<file path="config.mk">
export PLATFORM = sky130hd
export DESIGN_NAME = mc_ctrl
export DESIGN_NICKNAME = d
export VERILOG_FILES = /design/src/rtl/mc_ctrl.sv
export SDC_FILE = /design/constraint.sdc
export NUM_CORES = 1
export LEC_CHECK = 0
export CORE_ASPECT_RATIO = 0.7
export CORE_UTILIZATION = 48
export DETAILED_ROUTE_END_ITERATION = 7
export GPL_TIMING_DRIVEN = 0
export HOLD_SLACK_MARGIN = 0.08
export PLACE_DENSITY_LB_ADDON = 0.12
export REMOVE_ABC_BUFFERS = 1
export SYNTH_ARGS = -nofsm -noshare
export SYNTH_HDL_FRONTEND = slang
export SYNTH_SLANG_ARGS = --single-unit
export TNS_END_PERCENT = 10
</file>
<file path="constraint.sdc">
create_clock -name clk -period 4.2 [get_ports clk]
set_clock_uncertainty 0.1 [all_clocks]
set_input_delay 1.26 -clock clk [delete_from_list [all_inputs] [get_ports clk]]
set_output_delay 1.26 -clock clk [all_outputs]
set_load 0.01 [all_outputs]
</file>
<file path="src/rtl/mc_ctrl.sv">
// mc_ctrl: multi-cycle control sequencer for the MIPS datapath.
// Five-state FSM (IF, ID, EXE, MEM, WB) that produces PC/IR/register-file
// write strobes, next-PC selection, memory requests and the ALU/operand
// decode for the instruction currently held in the IR.
//
// Ports:
//   clk, rst_n            clock (rising edge), async active-low reset
//   OpCode, funct         IR[31:26], IR[5:0]
//   Zero                  ALU zero flag, looked at only in EXE
//   mem_ready             acknowledge from the shared memory port
//   PCWr, IRWr, NPCOp     PC write, IR write, next-PC source
//   MemR, MemW            memory read / write requests
//   RegW, RegDst, WDSel   register-file write enable, destination, data select
//   Alusrc, shift, ExtOp  ALU operand B select, shamt select, immediate extension
//   Aluctrl               ALU operation
//   state                 current FSM state (debug)
//   illegal               one-cycle pulse in ID on an unsupported instruction
//   instr_cnt             retired-instruction counter (wraps)
//
// Memory handshake: MemR/MemW act as "valid" and mem_ready as "ready". A
// request is raised combinationally from the state, is held unchanged while
// mem_ready is 0, and is accepted on the rising edge where both are 1; the
// FSM leaves the requesting state on that same edge. mem_ready is ignored in
// ID, EXE and WB.
module mc_ctrl #(
  parameter int CNT_W = 32
) (
  input  logic             clk,
  input  logic             rst_n,
  input  logic [5:0]       OpCode,
  input  logic [5:0]       funct,
  input  logic             Zero,
  input  logic             mem_ready,
  output logic             PCWr,
  output logic             IRWr,
  output logic [1:0]       NPCOp,
  output logic             MemR,
  output logic             MemW,
  output logic             RegW,
  output logic [1:0]       RegDst,
  output logic [1:0]       WDSel,
  output logic             Alusrc,
  output logic             shift,
  output logic [1:0]       ExtOp,
  output logic [4:0]       Aluctrl,
  output logic [2:0]       state,
  output logic             illegal,
  output logic [CNT_W-1:0] instr_cnt
);

  localparam logic [1:0] EXT_ZERO    = 2'd0;
  localparam logic [1:0] EXT_SIGNED  = 2'd1;
  localparam logic [1:0] EXT_HIGHPOS = 2'd2;

  localparam logic [4:0] ALUOp_NOP  = 5'd0;
  localparam logic [4:0] ALUOp_ADDU = 5'd1;
  localparam logic [4:0] ALUOp_ADD  = 5'd2;
  localparam logic [4:0] ALUOp_SUBU = 5'd3;
  localparam logic [4:0] ALUOp_SUB  = 5'd4;
  localparam logic [4:0] ALUOp_AND  = 5'd5;
  localparam logic [4:0] ALUOp_OR   = 5'd6;
  localparam logic [4:0] ALUOp_SLT  = 5'd7;
  localparam logic [4:0] ALUOp_SLL  = 5'd8;
  localparam logic [4:0] ALUOp_SRL  = 5'd9;
  localparam logic [4:0] ALUOp_SRA  = 5'd10;
  localparam logic [4:0] ALUOp_LUI  = 5'd11;

  localparam logic [1:0] NPC_PC4 = 2'b00;
  localparam logic [1:0] NPC_BR  = 2'b01;
  localparam logic [1:0] NPC_J   = 2'b10;
  localparam logic [1:0] NPC_JR  = 2'b11;

  typedef enum logic [2:0] {
    S_IF  = 3'd0,
    S_ID  = 3'd1,
    S_EXE = 3'd2,
    S_MEM = 3'd3,
    S_WB  = 3'd4
  } state_t;

  state_t cur_state, nxt_state;

  // ---------------- instruction decode ----------------
  logic       legal, is_lw, is_sw, is_beq, is_bne, is_j, is_jal, is_jr;
  logic       d_alusrc, d_shift;
  logic [1:0] d_ext, d_regdst, d_wdsel;
  logic [4:0] d_alu;

  always_comb begin
    legal = 1'b1;
    is_lw = 1'b0; is_sw = 1'b0; is_beq = 1'b0; is_bne = 1'b0;
    is_j = 1'b0; is_jal = 1'b0; is_jr = 1'b0;
    d_alusrc = 1'b0;
    d_shift  = 1'b0;
    d_ext    = EXT_ZERO;
    d_regdst = 2'b00;
    d_wdsel  = 2'b00;
    d_alu    = ALUOp_NOP;
    case (OpCode)
      6'b000000: begin
        d_regdst = 2'b01;
        case (funct)
          6'b000000: begin d_shift = 1'b1; d_alu = ALUOp_SLL; end
          6'b000010: begin d_shift = 1'b1; d_alu = ALUOp_SRL; end
          6'b000011: begin d_shift = 1'b1; d_alu = ALUOp_SRA; end
          6'b100000: d_alu = ALUOp_ADD;
          6'b100001: d_alu = ALUOp_ADDU;
          6'b100010: d_alu = ALUOp_SUB;
          6'b100011: d_alu = ALUOp_SUBU;
          6'b100100: d_alu = ALUOp_AND;
          6'b100101: d_alu = ALUOp_OR;
          6'b101010: d_alu = ALUOp_SLT;
          6'b001000: begin is_jr = 1'b1; d_regdst = 2'b00; end
          default:   begin legal = 1'b0; d_regdst = 2'b00; end
        endcase
      end
      6'b001101: begin d_alusrc = 1'b1; d_ext = EXT_ZERO;    d_alu = ALUOp_OR;   end
      6'b001000: begin d_alusrc = 1'b1; d_ext = EXT_SIGNED;  d_alu = ALUOp_ADD;  end
      6'b001010: begin d_alusrc = 1'b1; d_ext = EXT_SIGNED;  d_alu = ALUOp_SLT;  end
      6'b001111: begin d_alusrc = 1'b1; d_ext = EXT_HIGHPOS; d_alu = ALUOp_LUI;  end
      6'b100011: begin
        is_lw = 1'b1; d_alusrc = 1'b1; d_ext = EXT_SIGNED; d_alu = ALUOp_ADDU;
        d_wdsel = 2'b01;
      end
      6'b101011: begin is_sw = 1'b1; d_alusrc = 1'b1; d_ext = EXT_SIGNED; d_alu = ALUOp_ADDU; end
      6'b000100: begin is_beq = 1'b1; d_ext = EXT_SIGNED; d_alu = ALUOp_SUB; end
      6'b000101: begin is_bne = 1'b1; d_ext = EXT_SIGNED; d_alu = ALUOp_SUB; end
      6'b000010: is_j = 1'b1;
      6'b000011: begin is_jal = 1'b1; d_regdst = 2'b10; d_wdsel = 2'b10; end
      default:   legal = 1'b0;
    endcase
  end

  // Decode is only meaningful once the IR holds the fetched word.
  logic dec_on;
  assign dec_on = (cur_state == S_ID) || (cur_state == S_EXE) ||
                  (cur_state == S_MEM) || (cur_state == S_WB);

  assign Alusrc  = dec_on & d_alusrc;
  assign shift   = dec_on & d_shift;
  assign ExtOp   = dec_on ? d_ext    : 2'b00;
  assign Aluctrl = dec_on ? d_alu    : ALUOp_NOP;
  assign RegDst  = dec_on ? d_regdst : 2'b00;
  assign WDSel   = dec_on ? d_wdsel  : 2'b00;

  // ---------------- FSM ----------------
  always_ff @(posedge clk or negedge rst_n) begin
    if (!rst_n) cur_state <= S_IF;
    else        cur_state <= nxt_state;
  end

  logic       pc_wr, ir_wr, mem_r, mem_w, reg_w, ill;
  logic [1:0] npc;

  always_comb begin
    nxt_state = S_IF;
    pc_wr = 1'b0; ir_wr = 1'b0; mem_r = 1'b0; mem_w = 1'b0;
    reg_w = 1'b0; ill = 1'b0;
    npc   = NPC_PC4;
    case (cur_state)
      S_IF: begin
        mem_r = 1'b1;
        if (mem_ready) begin
          ir_wr = 1'b1; pc_wr = 1'b1; nxt_state = S_ID;
        end else begin
          nxt_state = S_IF;
        end
      end
      S_ID: begin
        if (is_j || is_jal) begin
          pc_wr = 1'b1; npc = NPC_J; reg_w = is_jal;
        end else if (is_jr) begin
          pc_wr = 1'b1; npc = NPC_JR;
        end else if (!legal) begin
          ill = 1'b1;
        end else begin
          nxt_state = S_EXE;
        end
      end
      S_EXE: begin
        if (is_beq || is_bne) begin
          npc   = NPC_BR;
          pc_wr = is_beq ? Zero : !Zero;
        end else if (is_lw || is_sw) begin
          nxt_state = S_MEM;
        end else begin
          nxt_state = S_WB;
        end
      end
      S_MEM: begin
        mem_r = is_lw;
        mem_w = is_sw;
        if (!mem_ready && (is_lw || is_sw)) nxt_state = S_MEM;
        else if (is_lw)                     nxt_state = S_WB;
        else                                nxt_state = S_IF;
      end
      S_WB: reg_w = 1'b1;
      default: nxt_state = S_IF;
    endcase
  end

  // Strobes are forced low while reset is held so nothing is written.
  assign PCWr    = rst_n & pc_wr;
  assign IRWr    = rst_n & ir_wr;
  assign MemR    = rst_n & mem_r;
  assign MemW    = rst_n & mem_w;
  assign RegW    = rst_n & reg_w;
  assign illegal = rst_n & ill;
  assign NPCOp   = npc;
  assign state   = cur_state;

  // An instruction retires on any edge that returns to IF from elsewhere.
  always_ff @(posedge clk or negedge rst_n) begin
    if (!rst_n)
      instr_cnt <= '0;
    else if ((nxt_state == S_IF) && (cur_state != S_IF))
      instr_cnt <= instr_cnt + CNT_W'(1);
  end

endmodule
</file>
==> results.yml <==
run_status:
  status: "finished with violations"
  violations: "setup timing"
global_routing:
  antenna_found_initial: 0
  grt_util_all_layers: 0.237
  first_global_vias: 2136
  grt_pass1_wl_mm: 10.3
  grt_overflow: 0
  grt_max_degree: 39
pwr:
  p_seq_frac: 0.450
  power.internal_mw: 0.629
  power_frac_comb: 0.288
  power_switching_mw: 0.313
  swShare: 0.332
  finalPower_mw: 0.942
  vdd_ir_drop_max_v: 0.000227
  powerDensity_nw_per_um2: 284
  clkPwrFrac: 0.262
  leakage_nw: 1.45
floorplan:
  rows: 21
  core_sq_um: 4910
  dieArea_sq_um: 5520
  dieHeight_microns: 62.5
  boundaryPins: 72
  start_util: 0.511
  fp.dieW_microns: 88.4
layout:
  drive_gt1_frac: 0.157
  fill_cells: 404
  fin_nets: 362
  final_util: 0.676
  diodes: 0
  area_growth_syn_to_layout_pct: 32.3
  stdcell_count: 414
route:
  drc: 0
  drt-pass1-iter-count: 4
  drt-vias-per-instance: 5.73
  routed_wl_mm: 6.18
  drt-initial-drc-count: 168
  vias: 2373
  antenna_left: 0
  wire_per_inst_microns: 14.9
logic_synthesis:
  avgSynthCellArea_sq_um: 8.90
  yosys.area.top_type_share: 0.349
  yosys.cell_types.count: 52
  synth_ff_type: "dfrtp_1"
  synth_area_sq_um: 2510
  synth-seq-area-share: 0.349
  synth_common_cells: "35 x dfrtp_1, 28 x xor2_1, 26 x nand2_1"
  synth_edf_count: 0
  ys_seq_elements: 35
  postSynth.asyncResetShare: 1.00
  yosys_warnings: 0
  yosysMostFrequentCell: "dfrtp_1"
  synth_area_leaders: "dfrtp_1 35%, xor2_1 9.8%, nor4_2 5.0%, nand2_1 3.9%, nand4_1 3.7%"
  synth_area_leader_cell: "dfrtp_1"
  synth_cells: 282
worst_setup_path:
  critical_path_class: "input pin to primary output"
  critical_path_arrival_ns: 2.86
  critical_path.max_fanout: 13
  crit_family: "simple AND/OR/NAND/NOR gates"
  crit_required_ns: 2.84
  path_cells: "buf_4 -> or4_4 -> nor2_8 -> and3_1 -> o21a_1 -> o21a_1 -> clkdlybuf4s15_2"
  crit_slowest_cell: "or4_4"
  path_buf_inv: 2
  ff2ff_path_depth: 6
  r2r-end: "instr_cnt[1]"
  reg2reg_slack_ns: 1.30
  endpoint_kind: "primary output"
  cp_common_cell: "o21a_1"
  slowest_delay_ns: 0.59
  start_kind: "input pin"
  r2r_start: "state[0]"
cts:
  cts.hold.buffers_added: 0
  htreeDepth: 2
  insertion_delay_ns: 0.29
  cts_made_buffers: 5
  cts_buffer_depth: 2
  cts_tree: "built"
  cts-root-buf: "clkbuf_8"
  path_clk_slew_ns: 0.07
  cts_num_sinks: 35
min_path:
  hp-start: "instr_cnt[31]"
  hold_path_class: "register to register"
  hold-path-cell-count: 1
  worstHoldEndpoint: "instr_cnt[31]"
timing:
  slew_headroom: 0.253
  setup_viol: 1
  fmax_mhz: 237
  timing.final.crit_period_ns: 4.22
  rsz0062_at_grt: "yes"
  drv_slew: 0
  period_share: 1.00
  max_slew.worst_pin.slew_ns: 1.12
  finalHoldViolCount: 0
  hold_slack_ns: 0.372
  setup-tns-final_ns: -0.0176
  setup_ws_ns: -0.0176
placed_design:
  place.port_buffers: 70
  dp.cells: 403
  dp_hpwl_mm: 4.50
  place_congestion: 0.793
flow_run:
  max_cap_violations: 0
stage by stage:
stage | worst slack [ns] | instance area [sq um]
6_report | -0.0176 | 3320
5_1_grt | -0.0843 | 3320
4_1_cts | -0.200 | 3300
3_5_place_dp | -1.01 | 3180
3_3_place_gp | -1.40 | 3190
2_1_floorplan | 0.336 | 2400
power groups by stage:
stage	Clock, mW	Sequential [mW]	Combinational [mW]
2_1_floorplan	0	0.435	0.113
3_3_place_gp	0	0.426	0.264
3_5_place_dp	0	0.429	0.268
4_1_cts	0.251	0.423	0.271
5_1_grt	0.270	0.433	0.292
6_report	0.247	0.424	0.272
worst reg2reg max path: cells and delay by family, from the launching register on:
family | cells | cell delay [ns]
compound gates | 3 | 1.28
mux | 1 | 0.33
simple gates | 2 | 0.58
flops | 1 | 0.52
flip-flops by register name, summed over array words and instances, names as in the netlist:
name       count
instr_cnt     32
state          3
cell usage in the layout (no fill, tap or decap), drive strengths merged, types with 2 or more instances in the layout:
cell,n
a211oi,3
a21oi,10
a31oi,5
and2,3
and3,7
and4,4
buf,8
clkbuf,13
clkdlybuf4s15,3
clkdlybuf4s50,47
dfrtp,35
dlygate4sd2,7
dlymetal6s2s,2
inv,3
nand2,26
nand2b,8
nand3,13
nand4,15
nor2,20
nor2b,3
nor3,14
nor3b,3
nor4,18
nor4b,4
o21a,3
o21ai,10
or2,3
or3,3
xnor2,5
xor2,28
logic make-up after synthesis:
group,after synthesis,synth area share
buffers and inverters,21,0.0484
other,1,0.00149
adders and majority gates,1,0.00499
muxes,2,0.00848
xor gates and xnor gates,33,0.115
and+or+nand+nor,151,0.374
AOI/OAI and AO/OA,38,0.0983
DFF,35,0.349
timing repair:
action	4_1_cts	5_1_grt
pin swaps	4	3
resized for setup	57	17
endpoints found under the setup margin	21	11
buffers inserted	2	2
cell type report:
cell class	count	area [sq um]	share of cell area
Multi-Input combinational cell	226	1570	0.473
Sequential cell	35	876	0.264
Timing Repair Buffer	74	687	0.207
Tap cell	69	86.3	0.0260
Clock buffer	6	82.6	0.0249
Inverter	3	11.3	0.00339
Clock inverter	1	5.00	0.00151
routing by layer:
layer | wire length [microns] | global-route usage | vias to the layer above
met5 | 0 | 0 | -
met4 | 32 | 0.0524 | 0
met3 | 403 | 0.0581 | 4
met2 | 2620 | 0.322 | 82
met1 | 3120 | 0.373 | 1133
li1 | - | - | 1154
how the worst max path moves through the flow:
stage | startpoint | end | slack, ns | depth (start not counted)
after CTS | funct[3] | illegal | -0.20 | 6
after global routing | OpCode[3] | PCWr | -0.08 | 7
after floorplan | OpCode[1] | PCWr | 0.34 | 5
final | OpCode[3] | PCWr | -0.02 | 7
after global placement | rst_n | PCWr | -1.40 | 5
after detailed placement | OpCode[2] | Aluctrl[2] | -1.01 | 8
Note: power is estimated with default switching activity, not from simulation.
==> variant, RTL diff (config.mk and constraints unchanged) <==
Register the output `instr_cnt` once more, cleared by the reset; this adds one clock of latency there. The other outputs are not delayed to match.
--- a/src/rtl/mc_ctrl.sv
+++ b/src/rtl/mc_ctrl.sv
@@ -78,6 +78,8 @@
     S_WB  = 3'd4
   } state_t;
 
+  logic [CNT_W-1:0] instr_cnt_s0;
+
   state_t cur_state, nxt_state;
 
   // ---------------- instruction decode ----------------
@@ -212,9 +214,17 @@
   // An instruction retires on any edge that returns to IF from elsewhere.
   always_ff @(posedge clk or negedge rst_n) begin
     if (!rst_n)
+      instr_cnt_s0 <= '0;
+    else if ((nxt_state == S_IF) && (cur_state != S_IF))
+      instr_cnt_s0 <= instr_cnt_s0 + CNT_W'(1);
+  end
+
+  always_ff @(posedge clk or negedge rst_n) begin
+    if (!rst_n) begin
       instr_cnt <= '0;
-    else if ((nxt_state == S_IF) && (cur_state != S_IF))
-      instr_cnt <= instr_cnt + CNT_W'(1);
+    end else begin
+      instr_cnt <= instr_cnt_s0;
+    end
   end
 
 endmodule
Function: changed (a bounded check fails within 4 cycles, from zero or initial values and one cycle with rst_n low).
==> variant against the unedited design <==
Setup slack improved by 0.050 ns; area after synthesis up 29%; power increased by 66%; wire length grew 19%; synthesized cell count increased by 14%; sequential cell count increased by 32; design area increased by 28%; largest cell class is now registers.
==> variant: results (changes against the unedited design) <==
.. list-table::
   :header-rows: 1

   * - Metric
     - Value
   * - Result of the run
     - finished, final reports clean
   * - Net total in the final layout
     - 405 (+12%)
   * - Critical-path cell with the highest stage delay
     - sky130_fd_sc_hd__dlygate4sd2_1
   * - Hold slack final
     - 0.278 ns (-0.0942 ns)
   * - Number of inserted diodes
     - 0 (unchanged)
   * - Antenna violations before repair
     - 0 (unchanged)
   * - Buffer depth of the longest clock path
     - 2 (unchanged)
   * - CP top delay family
     - buffers and inverters
   * - Total iterations of the first detailed-routing run
     - 5 (+1)
   * - Sequential cell area fraction in the yosys report
     - 51.7% (+17 points)
   * - HPWL after detailed placement
     - 4.86 mm (+7.9%)
   * - TritonCTS buffer count
     - 9 (+4)
   * - Placed cell area
     - 0.00395 mm^2 (+24%)
   * - Clk_lat worst skew
     - 0.35 ns (+0.06 ns)
   * - Largest fanout on the critical path
     - 12 (-1)
   * - Dpl cells
     - 460 (+14%)
   * - PortBufs
     - 70 (unchanged)
   * - Final routed wire length divided by cell count
     - 15.2 um (+2.0%)
   * - P_leak
     - 1.92 nW (+32%)
   * - Overall via count from detail_route
     - 2650 (+12%)
   * - Peak ir drop on the vdd network
     - 0.320 mV (+41%)
   * - Commonest cells post-synth
     - sky130_fd_sc_hd__dfrtp_1 (67), sky130_fd_sc_hd__xor2_1 (30), sky130_fd_sc_hd__nor2_1 (25)
   * - Pin count of the biggest net entering global routing
     - 72 (+85%)
   * - Detailed router's first-iteration violation count
     - 142 (-15%)
   * - Yosys Warn Count
     - 0 (unchanged)
   * - Count of distinct cell types in the synthesized netlist
     - 51 (-1.9%)
   * - Fill count
     - 538 (+33%)
   * - Worst-margin pin slew
     - 0.895 ns (-0.226 ns)
   * - Global-route wire length before repair
     - 12.2 mm (+19%)
   * - GRT Util Overall
     - 22.5% (-1.1 points)
   * - Critical path data arrival time
     - 2.81 ns (-0.05 ns)
   * - Fraction of layout cells with a size suffix above 1
     - 17.1% (+1.4 points)
   * - Non-filler instance count after layout
     - 483 (+17%)
   * - Clock slew at the register clock pins of the worst setup and hold paths
     - 0.07 ns (about the same)
   * - Clock root cell
     - sky130_fd_sc_hd__clkbuf_8
   * - Htree depth
     - 3 (+1)
   * - Largest cells by area after synthesis
     - sky130_fd_sc_hd__dfrtp_1 (52%), sky130_fd_sc_hd__xor2_1 (8.1%), sky130_fd_sc_hd__nor3_1 (3.4%), sky130_fd_sc_hd__nand3_1 (3.1%), sky130_fd_sc_hd__nor2_1 (2.9%)
   * - Vias in the first global route
     - 2355 (+10%)
   * - Crit-path max cell delay
     - 0.47 ns (-0.12 ns)
   * - Post-Place Worst Slack
     - -1.18 ns (-0.175 ns)
   * - Class of the most critical hold timing path
     - reg -> reg
   * - FFs w/ async S/R, synth
     - 100% (unchanged)
   * - Global placer's final weighted congestion
     - 0.870 (+9.8%)
   * - Prevailing post-synth register cell
     - sky130_fd_sc_hd__dfrtp_1
   * - Post-synthesis area per instance
     - 10.1 um^2 (+14%)
   * - Setup slack after layout
     - 0.0319 ns (+0.0495 ns)
   * - Flop2flop setup slack
     - 1.39 ns (+0.09 ns)
-- variant: metal layers --
layer	up-vias	wire (um)	global-route usage, %
li1	1286	-	-
met2	70	3110	29.2
met3	7	359	7.91
met5	-	0	0
met4	0	61	4.99
met1	1287	3830	35.7
-- variant: report_power, final --
part | switching, mW | internal (mW)
Combinational | 0.151 | 0.124
Sequential | 0.0568 | 0.706
Clock | 0.237 | 0.285
-- variant: what timing repair did --
| item | in CTS | in global routing |
|---|---|---|
| resized for setup | 91 | 20 |
| pin swaps | 7 | 6 |
| setup endpoints to repair | 25 | 11 |
| setup buffers | 8 | 0 |
| hold buffers | 0 | 0 |
-- variant: worst paths after layout --
kind | from | end | depth (start not counted)
worst max-delay path | funct[3] | Aluctrl[0] | 7
worst min-delay path | instr_cnt_s0[26] | instr_cnt[26] | 0
worst max register to register | instr_cnt_s0[3] | instr_cnt_s0[31] | 6
worst min register to register | instr_cnt_s0[26] | instr_cnt[26] | 0
max in group asynchronous | rst_n | state[1] | 1
min in group asynchronous | rst_n | instr_cnt[8] | 1
-- variant: layout make-up --
| type | count | area, um^2 | area share [%] |
|---|---|---|---|
| sequential | 67 | 1680 | 39.5 |
| multi-input combinational | 228 | 1550 | 36.4 |
| timing repair buffer | 78 | 703 | 16.6 |
| clock buffer | 10 | 138 | 3.24 |
| tap | 91 | 114 | 2.68 |
| clock inverter | 5 | 53.8 | 1.27 |
| inverter | 4 | 15.0 | 0.353 |
-- variant: kinds of logic after synthesis --
logic type,synth area share (%)
mux,0.656
compound gates,6.98
simple gates,27.3
buf+inv,3.70
fa+ha+maj,0.386
flops,51.7
other cells,0.116
xor+xnor,9.18
